**src/rtl/control_sequencer_pkg.sv**
```systemverilog
// Shared definitions for the hard-wired CPU control sequencer.
// Contents: sequencer state enum, opcode constants, IR field bit positions,
//           and small opcode-class / register-select helper functions.
package cpu_pkg;

  localparam int NREG_DEF = 16;
  localparam int OPW_DEF  = 5;
  localparam int REGW     = 4;

  // IR field positions
  localparam int IR_OP_MSB = 31;
  localparam int IR_OP_LSB = 27;
  localparam int IR_RA_MSB = 26;
  localparam int IR_RA_LSB = 23;
  localparam int IR_RB_MSB = 22;
  localparam int IR_RB_LSB = 19;
  localparam int IR_RC_MSB = 18;
  localparam int IR_RC_LSB = 15;

  // Opcodes
  localparam logic [OPW_DEF-1:0] OP_SUB  = 5'b00100;
  localparam logic [OPW_DEF-1:0] ALU_MAX = 5'b01100;
  localparam logic [OPW_DEF-1:0] OP_MUL  = 5'b01101;
  localparam logic [OPW_DEF-1:0] OP_DIV  = 5'b01110;
  localparam logic [OPW_DEF-1:0] OP_NOP  = 5'b11000;
  localparam logic [OPW_DEF-1:0] OP_HALT = 5'b11001;

  typedef enum logic [3:0] {
    ST_IDLE = 4'd0,
    ST_T0   = 4'd1,
    ST_T1   = 4'd2,
    ST_T1W  = 4'd3,
    ST_T2   = 4'd4,
    ST_T3   = 4'd5,
    ST_T4   = 4'd6,
    ST_T5   = 4'd7,
    ST_T6   = 4'd8,
    ST_HALT = 4'd9
  } state_t;

  // Two-operand ALU ops occupy the bottom of the opcode space.
  function automatic logic is_alu(input logic [OPW_DEF-1:0] op);
    return (op <= ALU_MAX);
  endfunction

  // mul/div produce a 64-bit result split across ZLO/ZHI, hence the extra T6.
  function automatic logic is_muldiv(input logic [OPW_DEF-1:0] op);
    return (op == OP_MUL) || (op == OP_DIV);
  endfunction

  function automatic logic [NREG_DEF-1:0] reg_onehot(input logic [REGW-1:0] idx);
    return NREG_DEF'(1) << idx;
  endfunction

endpackage

```
**src/rtl/control_sequencer_if.sv**
```systemverilog
// Handshake/strobe bundle between the control sequencer and the datapath.
// master: sequencer side (samples start/ir/mem_ready, drives all strobes).
// slave : datapath/bench side (drives start/ir/mem_ready, samples strobes).
interface control_sequencer_if #(
  parameter int NREG = 16,
  parameter int OPW  = 5
);
  logic            start;
  logic [31:0]     ir;
  logic            mem_ready;

  logic [NREG-1:0] r_in;
  logic [NREG-1:0] r_out;
  logic            pc_out, pc_in, pc_inc, mar_in;
  logic            mdr_in, mdr_out, mdr_read, ir_in, y_in;
  logic            zlo_in, zhi_in, zlo_out, zhi_out, hi_in, lo_in;
  logic [OPW-1:0]  op_code;
  logic            run;
  logic            illegal;

  modport master (
    input  start, ir, mem_ready,
    output r_in, r_out, pc_out, pc_in, pc_inc, mar_in,
           mdr_in, mdr_out, mdr_read, ir_in, y_in,
           zlo_in, zhi_in, zlo_out, zhi_out, hi_in, lo_in,
           op_code, run, illegal
  );

  modport slave (
    output start, ir, mem_ready,
    input  r_in, r_out, pc_out, pc_in, pc_inc, mar_in,
           mdr_in, mdr_out, mdr_read, ir_in, y_in,
           zlo_in, zhi_in, zlo_out, zhi_out, hi_in, lo_in,
           op_code, run, illegal
  );
endinterface

```
**src/rtl/control_sequencer_ir_field_decode.sv**
```systemverilog
// Splits the IR into opcode and register fields; one-hot decodes Ra/Rb/Rc.
// Ports: ir (in, 32) -> opcode (5), ra_sel/rb_sel/rc_sel (16, one-hot).
// Purely combinational, no state.
module ir_field_decode
  import cpu_pkg::*;
(
  input  logic [31:0]         ir,
  output logic [OPW_DEF-1:0]  opcode,
  output logic [NREG_DEF-1:0] ra_sel,
  output logic [NREG_DEF-1:0] rb_sel,
  output logic [NREG_DEF-1:0] rc_sel
);

  // Low IR bits carry immediates/other fields not used by this sequencer.
  logic unused_ir_low;
  assign unused_ir_low = ^ir[IR_RC_LSB-1:0];

  assign opcode = ir[IR_OP_MSB:IR_OP_LSB];
  assign ra_sel = reg_onehot(ir[IR_RA_MSB:IR_RA_LSB]);
  assign rb_sel = reg_onehot(ir[IR_RB_MSB:IR_RB_LSB]);
  assign rc_sel = reg_onehot(ir[IR_RC_MSB:IR_RC_LSB]);

endmodule

```
**src/rtl/control_sequencer.sv**
```systemverilog
// Hard-wired control unit: steps fetch (T0-T2) and execute (T3-T6) from IR,
// waits in T1W for mem_ready, stops in HALT until reset.
// Ports: clk, reset_n (sync active-low), bus (master modport: start/ir/mem_ready in, strobes out).
module control_sequencer
  import cpu_pkg::*;
#(
  parameter int NREG = 16,
  parameter int OPW  = 5
) (
  input  logic clk,
  input  logic reset_n,
  control_sequencer_if.master bus
);

  state_t state, state_nxt;

  logic [OPW_DEF-1:0]  opcode;
  logic [NREG_DEF-1:0] ra_sel, rb_sel, rc_sel;

  ir_field_decode u_dec (
    .ir     (bus.ir),
    .opcode (opcode),
    .ra_sel (ra_sel),
    .rb_sel (rb_sel),
    .rc_sel (rc_sel)
  );

  // State register
  always_ff @(posedge clk) begin
    if (!reset_n) begin
      state <= ST_IDLE;
    end else begin
      state <= state_nxt;
    end
  end

  // Next-state logic
  always_comb begin
    state_nxt = state;
    unique case (state)
      ST_IDLE: if (bus.start) state_nxt = ST_T0;
      ST_T0:   state_nxt = ST_T1;
      ST_T1:   state_nxt = ST_T1W;
      ST_T1W:  if (bus.mem_ready) state_nxt = ST_T2;
      ST_T2:   state_nxt = ST_T3;
      ST_T3: begin
        if (is_alu(opcode) || is_muldiv(opcode)) state_nxt = ST_T4;
        else if (opcode == OP_HALT)              state_nxt = ST_HALT;
        else                                     state_nxt = ST_T0;  // nop and undefined
      end
      ST_T4:   state_nxt = ST_T5;
      ST_T5:   state_nxt = is_muldiv(opcode) ? ST_T6 : ST_T0;
      ST_T6:   state_nxt = ST_T0;
      ST_HALT: state_nxt = ST_HALT;
      default: state_nxt = ST_IDLE;
    endcase
  end

  // Output decode. Gated by reset_n so nothing strobes while reset is held,
  // even in the cycle before the reset edge takes the state back to IDLE.
  logic [NREG_DEF-1:0] r_in_c, r_out_c;
  logic [OPW_DEF-1:0]  op_c;

  always_comb begin
    r_in_c       = '0;
    r_out_c      = '0;
    op_c         = '0;
    bus.pc_out   = 1'b0;
    bus.pc_in    = 1'b0;
    bus.pc_inc   = 1'b0;
    bus.mar_in   = 1'b0;
    bus.mdr_in   = 1'b0;
    bus.mdr_out  = 1'b0;
    bus.mdr_read = 1'b0;
    bus.ir_in    = 1'b0;
    bus.y_in     = 1'b0;
    bus.zlo_in   = 1'b0;
    bus.zhi_in   = 1'b0;
    bus.zlo_out  = 1'b0;
    bus.zhi_out  = 1'b0;
    bus.hi_in    = 1'b0;
    bus.lo_in    = 1'b0;
    bus.run      = 1'b0;
    bus.illegal  = 1'b0;

    if (reset_n) begin
      bus.run = (state != ST_IDLE) && (state != ST_HALT);
      unique case (state)
        ST_T0: begin
          bus.pc_out = 1'b1;
          bus.mar_in = 1'b1;
          bus.pc_inc = 1'b1;
          bus.zlo_in = 1'b1;
        end
        ST_T1: begin
          bus.zlo_out  = 1'b1;
          bus.pc_in    = 1'b1;
          bus.mdr_read = 1'b1;
        end
        ST_T1W: begin
          bus.mdr_read = 1'b1;
          bus.mdr_in   = bus.mem_ready;
        end
        ST_T2: begin
          bus.mdr_out = 1'b1;
          bus.ir_in   = 1'b1;
        end
        ST_T3: begin
          if (is_alu(opcode)) begin
            r_out_c  = rb_sel;
            bus.y_in = 1'b1;
          end else if (is_muldiv(opcode)) begin
            r_out_c  = ra_sel;
            bus.y_in = 1'b1;
          end else if (opcode != OP_NOP && opcode != OP_HALT) begin
            bus.illegal = 1'b1;
          end
        end
        ST_T4: begin
          op_c       = opcode;
          bus.zlo_in = 1'b1;
          if (is_muldiv(opcode)) begin
            r_out_c    = rb_sel;
            bus.zhi_in = 1'b1;
          end else begin
            r_out_c = rc_sel;
          end
        end
        ST_T5: begin
          bus.zlo_out = 1'b1;
          if (is_muldiv(opcode)) bus.lo_in = 1'b1;
          else                   r_in_c    = ra_sel;
        end
        ST_T6: begin
          bus.zhi_out = 1'b1;
          bus.hi_in   = 1'b1;
        end
        default: ;
      endcase
    end
  end

  assign bus.r_in    = NREG'(r_in_c);
  assign bus.r_out   = NREG'(r_out_c);
  assign bus.op_code = OPW'(op_c);

endmodule

```
**src/flat_wrapper.sv**
```systemverilog
// flat-port wrapper written by rule: the top's interface ports become plain ports
module control_sequencer_flat import cpu_pkg::*;
#(
  parameter int NREG = 16,
  parameter int OPW  = 5
)
  (clk, reset_n, bus_start, bus_ir, bus_mem_ready, bus_r_in, bus_r_out, bus_pc_out, bus_pc_in, bus_pc_inc, bus_mar_in, bus_mdr_in, bus_mdr_out, bus_mdr_read, bus_ir_in, bus_y_in, bus_zlo_in, bus_zhi_in, bus_zlo_out, bus_zhi_out, bus_hi_in, bus_lo_in, bus_op_code, bus_run, bus_illegal);
  control_sequencer_if #(.NREG(NREG), .OPW(OPW)) bus_i ();
  input  logic clk;
  input  logic reset_n;
  input wire logic [$bits(bus_i.start)-1:0] bus_start;
  input wire logic [$bits(bus_i.ir)-1:0] bus_ir;
  input wire logic [$bits(bus_i.mem_ready)-1:0] bus_mem_ready;
  output wire logic [$bits(bus_i.r_in)-1:0] bus_r_in;
  output wire logic [$bits(bus_i.r_out)-1:0] bus_r_out;
  output wire logic [$bits(bus_i.pc_out)-1:0] bus_pc_out;
  output wire logic [$bits(bus_i.pc_in)-1:0] bus_pc_in;
  output wire logic [$bits(bus_i.pc_inc)-1:0] bus_pc_inc;
  output wire logic [$bits(bus_i.mar_in)-1:0] bus_mar_in;
  output wire logic [$bits(bus_i.mdr_in)-1:0] bus_mdr_in;
  output wire logic [$bits(bus_i.mdr_out)-1:0] bus_mdr_out;
  output wire logic [$bits(bus_i.mdr_read)-1:0] bus_mdr_read;
  output wire logic [$bits(bus_i.ir_in)-1:0] bus_ir_in;
  output wire logic [$bits(bus_i.y_in)-1:0] bus_y_in;
  output wire logic [$bits(bus_i.zlo_in)-1:0] bus_zlo_in;
  output wire logic [$bits(bus_i.zhi_in)-1:0] bus_zhi_in;
  output wire logic [$bits(bus_i.zlo_out)-1:0] bus_zlo_out;
  output wire logic [$bits(bus_i.zhi_out)-1:0] bus_zhi_out;
  output wire logic [$bits(bus_i.hi_in)-1:0] bus_hi_in;
  output wire logic [$bits(bus_i.lo_in)-1:0] bus_lo_in;
  output wire logic [$bits(bus_i.op_code)-1:0] bus_op_code;
  output wire logic [$bits(bus_i.run)-1:0] bus_run;
  output wire logic [$bits(bus_i.illegal)-1:0] bus_illegal;
  assign bus_i.start = bus_start;
  assign bus_i.ir = bus_ir;
  assign bus_i.mem_ready = bus_mem_ready;
  assign bus_r_in = bus_i.r_in;
  assign bus_r_out = bus_i.r_out;
  assign bus_pc_out = bus_i.pc_out;
  assign bus_pc_in = bus_i.pc_in;
  assign bus_pc_inc = bus_i.pc_inc;
  assign bus_mar_in = bus_i.mar_in;
  assign bus_mdr_in = bus_i.mdr_in;
  assign bus_mdr_out = bus_i.mdr_out;
  assign bus_mdr_read = bus_i.mdr_read;
  assign bus_ir_in = bus_i.ir_in;
  assign bus_y_in = bus_i.y_in;
  assign bus_zlo_in = bus_i.zlo_in;
  assign bus_zhi_in = bus_i.zhi_in;
  assign bus_zlo_out = bus_i.zlo_out;
  assign bus_zhi_out = bus_i.zhi_out;
  assign bus_hi_in = bus_i.hi_in;
  assign bus_lo_in = bus_i.lo_in;
  assign bus_op_code = bus_i.op_code;
  assign bus_run = bus_i.run;
  assign bus_illegal = bus_i.illegal;
  control_sequencer #(.NREG(NREG), .OPW(OPW)) u_core (.clk(clk), .reset_n(reset_n), .bus(bus_i));
endmodule
```
**config.mk**
```make
export PLATFORM = sky130hd
export DESIGN_NAME = control_sequencer_flat
export DESIGN_NICKNAME = d
export VERILOG_FILES = /design/src/rtl/control_sequencer_pkg.sv /design/src/rtl/control_sequencer_if.sv /design/src/rtl/control_sequencer_ir_field_decode.sv /design/src/rtl/control_sequencer.sv /design/src/flat_wrapper.sv
export SDC_FILE = /design/constraint.sdc
export NUM_CORES = 1
export LEC_CHECK = 0
export CAP_MARGIN = 5
export CELL_PAD_IN_SITES_DETAIL_PLACEMENT = 1
export CELL_PAD_IN_SITES_GLOBAL_PLACEMENT = 1
export CORE_MARGIN = 4
export CORE_UTILIZATION = 26
export DETAILED_ROUTE_END_ITERATION = 8
export PLACE_DENSITY = 0.95
export SETUP_SLACK_MARGIN = 0.4
export SLEW_MARGIN = 20
export SYNTH_ARGS = -nofsm -noshare
export SYNTH_HDL_FRONTEND = slang
export SYNTH_SLANG_ARGS = --single-unit
export TNS_END_PERCENT = 30
```
**constraint.sdc**
```tcl
create_clock -name clk -period 4.1 [get_ports clk]
set_clock_uncertainty 0.1 [all_clocks]
set_input_delay 0.615 -clock clk [delete_from_list [all_inputs] [get_ports clk]]
set_output_delay 0.615 -clock clk [all_outputs]
set_load 0.02 [all_outputs]
```
Yosys cells after proc, flatten, opt, wreduce, memory -nomap -nowiden
Cells that the tools add are included.

Register bits: 4. Output and inout port bits: 54. Input port bits: 36.

Equal/unequal tests: 17. Shift operators: 3. Reduce and logical (&&, ||, !) cells: 10. Muxes and demuxes: 46. Order comparisons: 1.

Operators by type and width (count): $mux 16 (7); $shl 1x4->16 const A (3); $pmux 4 s10 (1); $pmux 16 s2 (1); $mux 1 (30); $mux 4 (5); $eq 4x3->1 const B (4); $eq 5x4->1 const B (2); $mux 5 (2); $ne 5x5->1 const B (2); $eq 4x2->1 const B (2); $eq 4x4->1 const B (2); $reduce_or 2->1 (3); $eq 5x5->1 const B (1); $le 5x4->1 const B (1); $eq 4x1->1 const B (1); $logic_not 4->1 (1); $ne 2x2->1 const B (2); $ne 4x4->1 const B (1); $reduce_bool 4->1 (1); $logic_and 1x1->1 (2); $logic_or 1x1->1 (2); $reduce_and 2->1 (1).

Logic depth before layout (Yosys ltp)
Depth in word-level cells: 7. Gate-level depth with buffers: 7. Depth with buffers taken out: 4.

Cells and area by module
Synthesis repeated with hierarchy kept, for this count alone.

Cells, all modules: 274. Area, all modules: 2028.2 um2.

By module, submodules not included: control_sequencer (area an instance 1311.3 um2, times used 1, cells each 209, sequential area each 80.1 um2); ir_field_decode (area an instance 716.9 um2, times used 1, cells each 65, sequential area each 0.0 um2).

Worst setup path before layout
No wires, ideal clock.

Kind: input -> output. From: in bus_ir[28]. To: out bus_r_out[12]. Required time: 3385 ps. Arrival: 1845 ps. Stages: 5. Slack: 1540 ps. Buffers on the path: 1. Path through: or2_1 a31oi_4 buf_6 mux2i_1 o22ai_1.

Word-level cells in the longest chain between the ends: 6. Elaborated cells on any way between the ends: 9. Classes of those cells: 1 x order compare; 2 x eq/ne; 5 x mux; 1 x reduce/logical.

Ends and longest elaborated chain: start, declared (line flat_wrapper.sv:12) `input wire logic [$bits(bus_i.ir)-1:0] bus_ir;`; branches (longest 4 deep; another with $le 5x4->1); $pmux 16 s2 (*) (line control_sequencer.sv:88) `unique case (state)`; $mux 16 (*) (line control_sequencer.sv:86) `if (reset_n) begin`; end, declared (line flat_wrapper.sv:15) `output wire logic [$bits(bus_i.r_out)-1:0] bus_r_out;`.

Every way passes the cells marked *.

Worst setup path in the final report
From: in bus_ir[29]. To: out bus_r_out[12].

The elaborated chain is that of the path after synthesis.

==> run metrics <==
run status=completed; FILL cells=670; Top reg by flops=u_core.state; Chip Width=81.38 microns; Synth Area in Adders=0%; combinational family with the most area after synthesis=simple AND/OR/NAND/NOR gates; synth unique cells=41; multiplexer area fraction after synthesis=22.88%; CP Class=in -> out; layout cells sized above 1=3.546%; area share of xor/xnor cells in the synthesized design=1.251%; Int Pwr=167.9 uW; drt wl/cell=16.89 microns; largest cells by area after synthesis=mux2i_1 (23%), nor2_1 (14%), o22ai_1 (7.6%); clock power share=31.8%; Final Routed Wirelength=5944 microns; CTS hold repair buffers=0; Req. time, crit path=3.38 ns; final worst slack=0.4718 ns; Pre-antenna DRT Iters=4; unrepaired setup endpoints after global routing=true; arrival time worst endpoint=2.91 ns; CP startpoint kind=input pin; ys async rst share=0%; Slew Limit Headroom=54.85%; Avg Cell Area, Syn=6.335 sq um; Worst-Skew Late Latency=0.22 ns; row cnt=26; Port Buffers=74; initial antenna violation count=0; most frequent cells after synthesis=nor2_1 (53), mux2i_1 (32), nor3_1 (20); Reg power frac=18.6%; post-synthesis net count=257; final setup violation count=0; placed insts=349; Synth Area in Compound Gates=15.55%; CTS Root Cell=clkbuf_8; maximum level of the CTS H-tree=1; Primary FF master, synth=dfxtp_1; pwr/cell area=129.6 mW/mm^2; Synth Instances=221; post-synth top area share=22.88%; number of flip-flops in the largest register=4; Warnings, synthesis=0; combinational share of power=49.6%; vias in the first global route=1897; CTS Buf Count=3; critical path capture point type=output pin; Final period util=88.49%; vias per cell=5.412; Overall Global Routing Usage=17.61%; switching power=115.5 uW; Final Max Tran Viols=0; Die Area=0.006623 sq mm; largest net degree at the start of global routing=19; Max Fanout on Critical Path=18; most frequent cell after synthesis=nor2_1; Leakage=0.0008967 uW; Worst Tran Pin Value=0.6773 ns; Via Count=1905; Total Power=283.4 uW; Min-Delay Path Class=reg -> reg; core area=0.005172 sq mm; clock sink count=4; DRT iter0 DRCs=75; Net Sw Frac=40.74%; Post-synth EDFFs=0; Period minus WS final=3.628 ns; IO Pins=90; top flop regs=u_core.state: 4 flops; Setup TNS=0 ns; CTS Buffer Depth=2; Post-Synth Simple-Gate Area=45.93%; Yosys reg bits=4; die extent in y=81.38 microns; grt ovf=0; Finished Layout Cells=352; Final ANT Viol Nets=0; Seq/Total Area, Yosys=5.719%; Clock transition at path regs=0.04 ns; Hold Vio Cnt, Final=0; Detailed Place HPWL=4588 microns; Max Fclk=275.6 MHz; Starting Density=27.07%; Post-Synthesis Cell Area=0.001400 sq mm; first-pass GRT wire length=9315 microns; VDD IR max=0.00008100 V; post-synth top area cell=mux2i_1; Final #Nets=320; DRC violations left=0; area delta synth->final=56.21%; MaxCap Viol Count=0; worst slack at placement=0.4141 ns; GP Congestion=0.8101; Antenna Cells=0; TritonCTS clock tree=built
worst max-delay path, cell delays in order:
cell             delay, ns
clkdlybuf4s50_1       0.61
nand2_1               0.11
or3_1                 0.35
buf_4                 0.24
mux2i_1               0.16
o22ai_1               0.16
clkdlybuf4s50_1       0.66
layer usage:
metal  routed length [microns]  global-route usage, %
met1                      2675                  22.82
met2                      2830                  29.80
met3                       355                  3.104
met4                        83                  4.561
met5                         0                      0
power by group through the flow:
stage | sequential, uW | clock, uW | combinational (uW)
final | 52.7 | 90.1 | 141
after global placement | 52.3 | 0 | 135
after floorplan | 44.9 | 0 | 88.4
after CTS | 52.4 | 90.7 | 141
after detailed placement | 52.9 | 0 | 140
after global routing | 53.7 | 92.7 | 153
metrics by stage:
step	instance area, sq um	hold slack (ns)	util (%)
after floorplan	1400	0.4617	-
after global placement	2133	0.5827	41.24
after detailed placement	2133	0.6212	41.24
after CTS	2175	0.6231	42.04
after global routing	2187	0.6661	42.28
final	2187	0.6292	42.28
layout make-up:
| cell class | count | area [sq um] | area share [%] |
|---|---|---|---|
| clock buffers | 3 | 41.29 | 1.888 |
| inverters | 3 | 11.26 | 0.5149 |
| multi-input cells | 196 | 1199 | 54.81 |
| flip-flops and latches | 4 | 80.08 | 3.661 |
| well taps | 70 | 87.58 | 4.005 |
| repair buffers | 76 | 768.2 | 35.13 |
worst paths after layout:
check,startpoint,endpoint,slack [ns],depth (start not counted)
setup / recovery,bus_ir[29],bus_r_out[12],0.47,7
hold / removal,u_core.state[0],u_core.state[3],0.63,2
setup reg to reg,u_core.state[0],u_core.state[1],2.36,4
hold reg to reg,u_core.state[0],u_core.state[3],0.63,2
cell usage in the layout (no fill, tap or decap), types with 2 or more instances in the layout:
| master | count |
|---|---|
| clkdlybuf4s50_1 | 69 |
| nor2_1 | 53 |
| mux2i_1 | 32 |
| nor3_1 | 20 |
| o22ai_1 | 17 |
| nand2b_1 | 15 |
| nand2_1 | 12 |
| or3_1 | 6 |
| and2_1 | 5 |
| dlymetal6s2s_1 | 5 |
| o21ai_0 | 4 |
| dfxtp_1 | 4 |
| or2_2 | 3 |
| nor4_1 | 3 |
| clkbuf_8 | 3 |
| nand3_1 | 2 |
| inv_1 | 2 |
| xnor2_1 | 2 |
| or4_1 | 2 |
| and3_1 | 2 |
| buf_4 | 2 |
cells by family after synthesis:
family,after synthesis
and+or+nand+nor,131
AOI/OAI and AO/OA,31
xor gates and xnor gates,2
DFF,4
muxes,32
buffers and inverters,21
timing repair:
item	CTS	global route
gates resized for setup	0	6
endpoints found under the setup margin	0	21
hold endpoints to repair	0	0
buffers inserted	0	0
No activity file was read; power rests on OpenSTA's default activity.
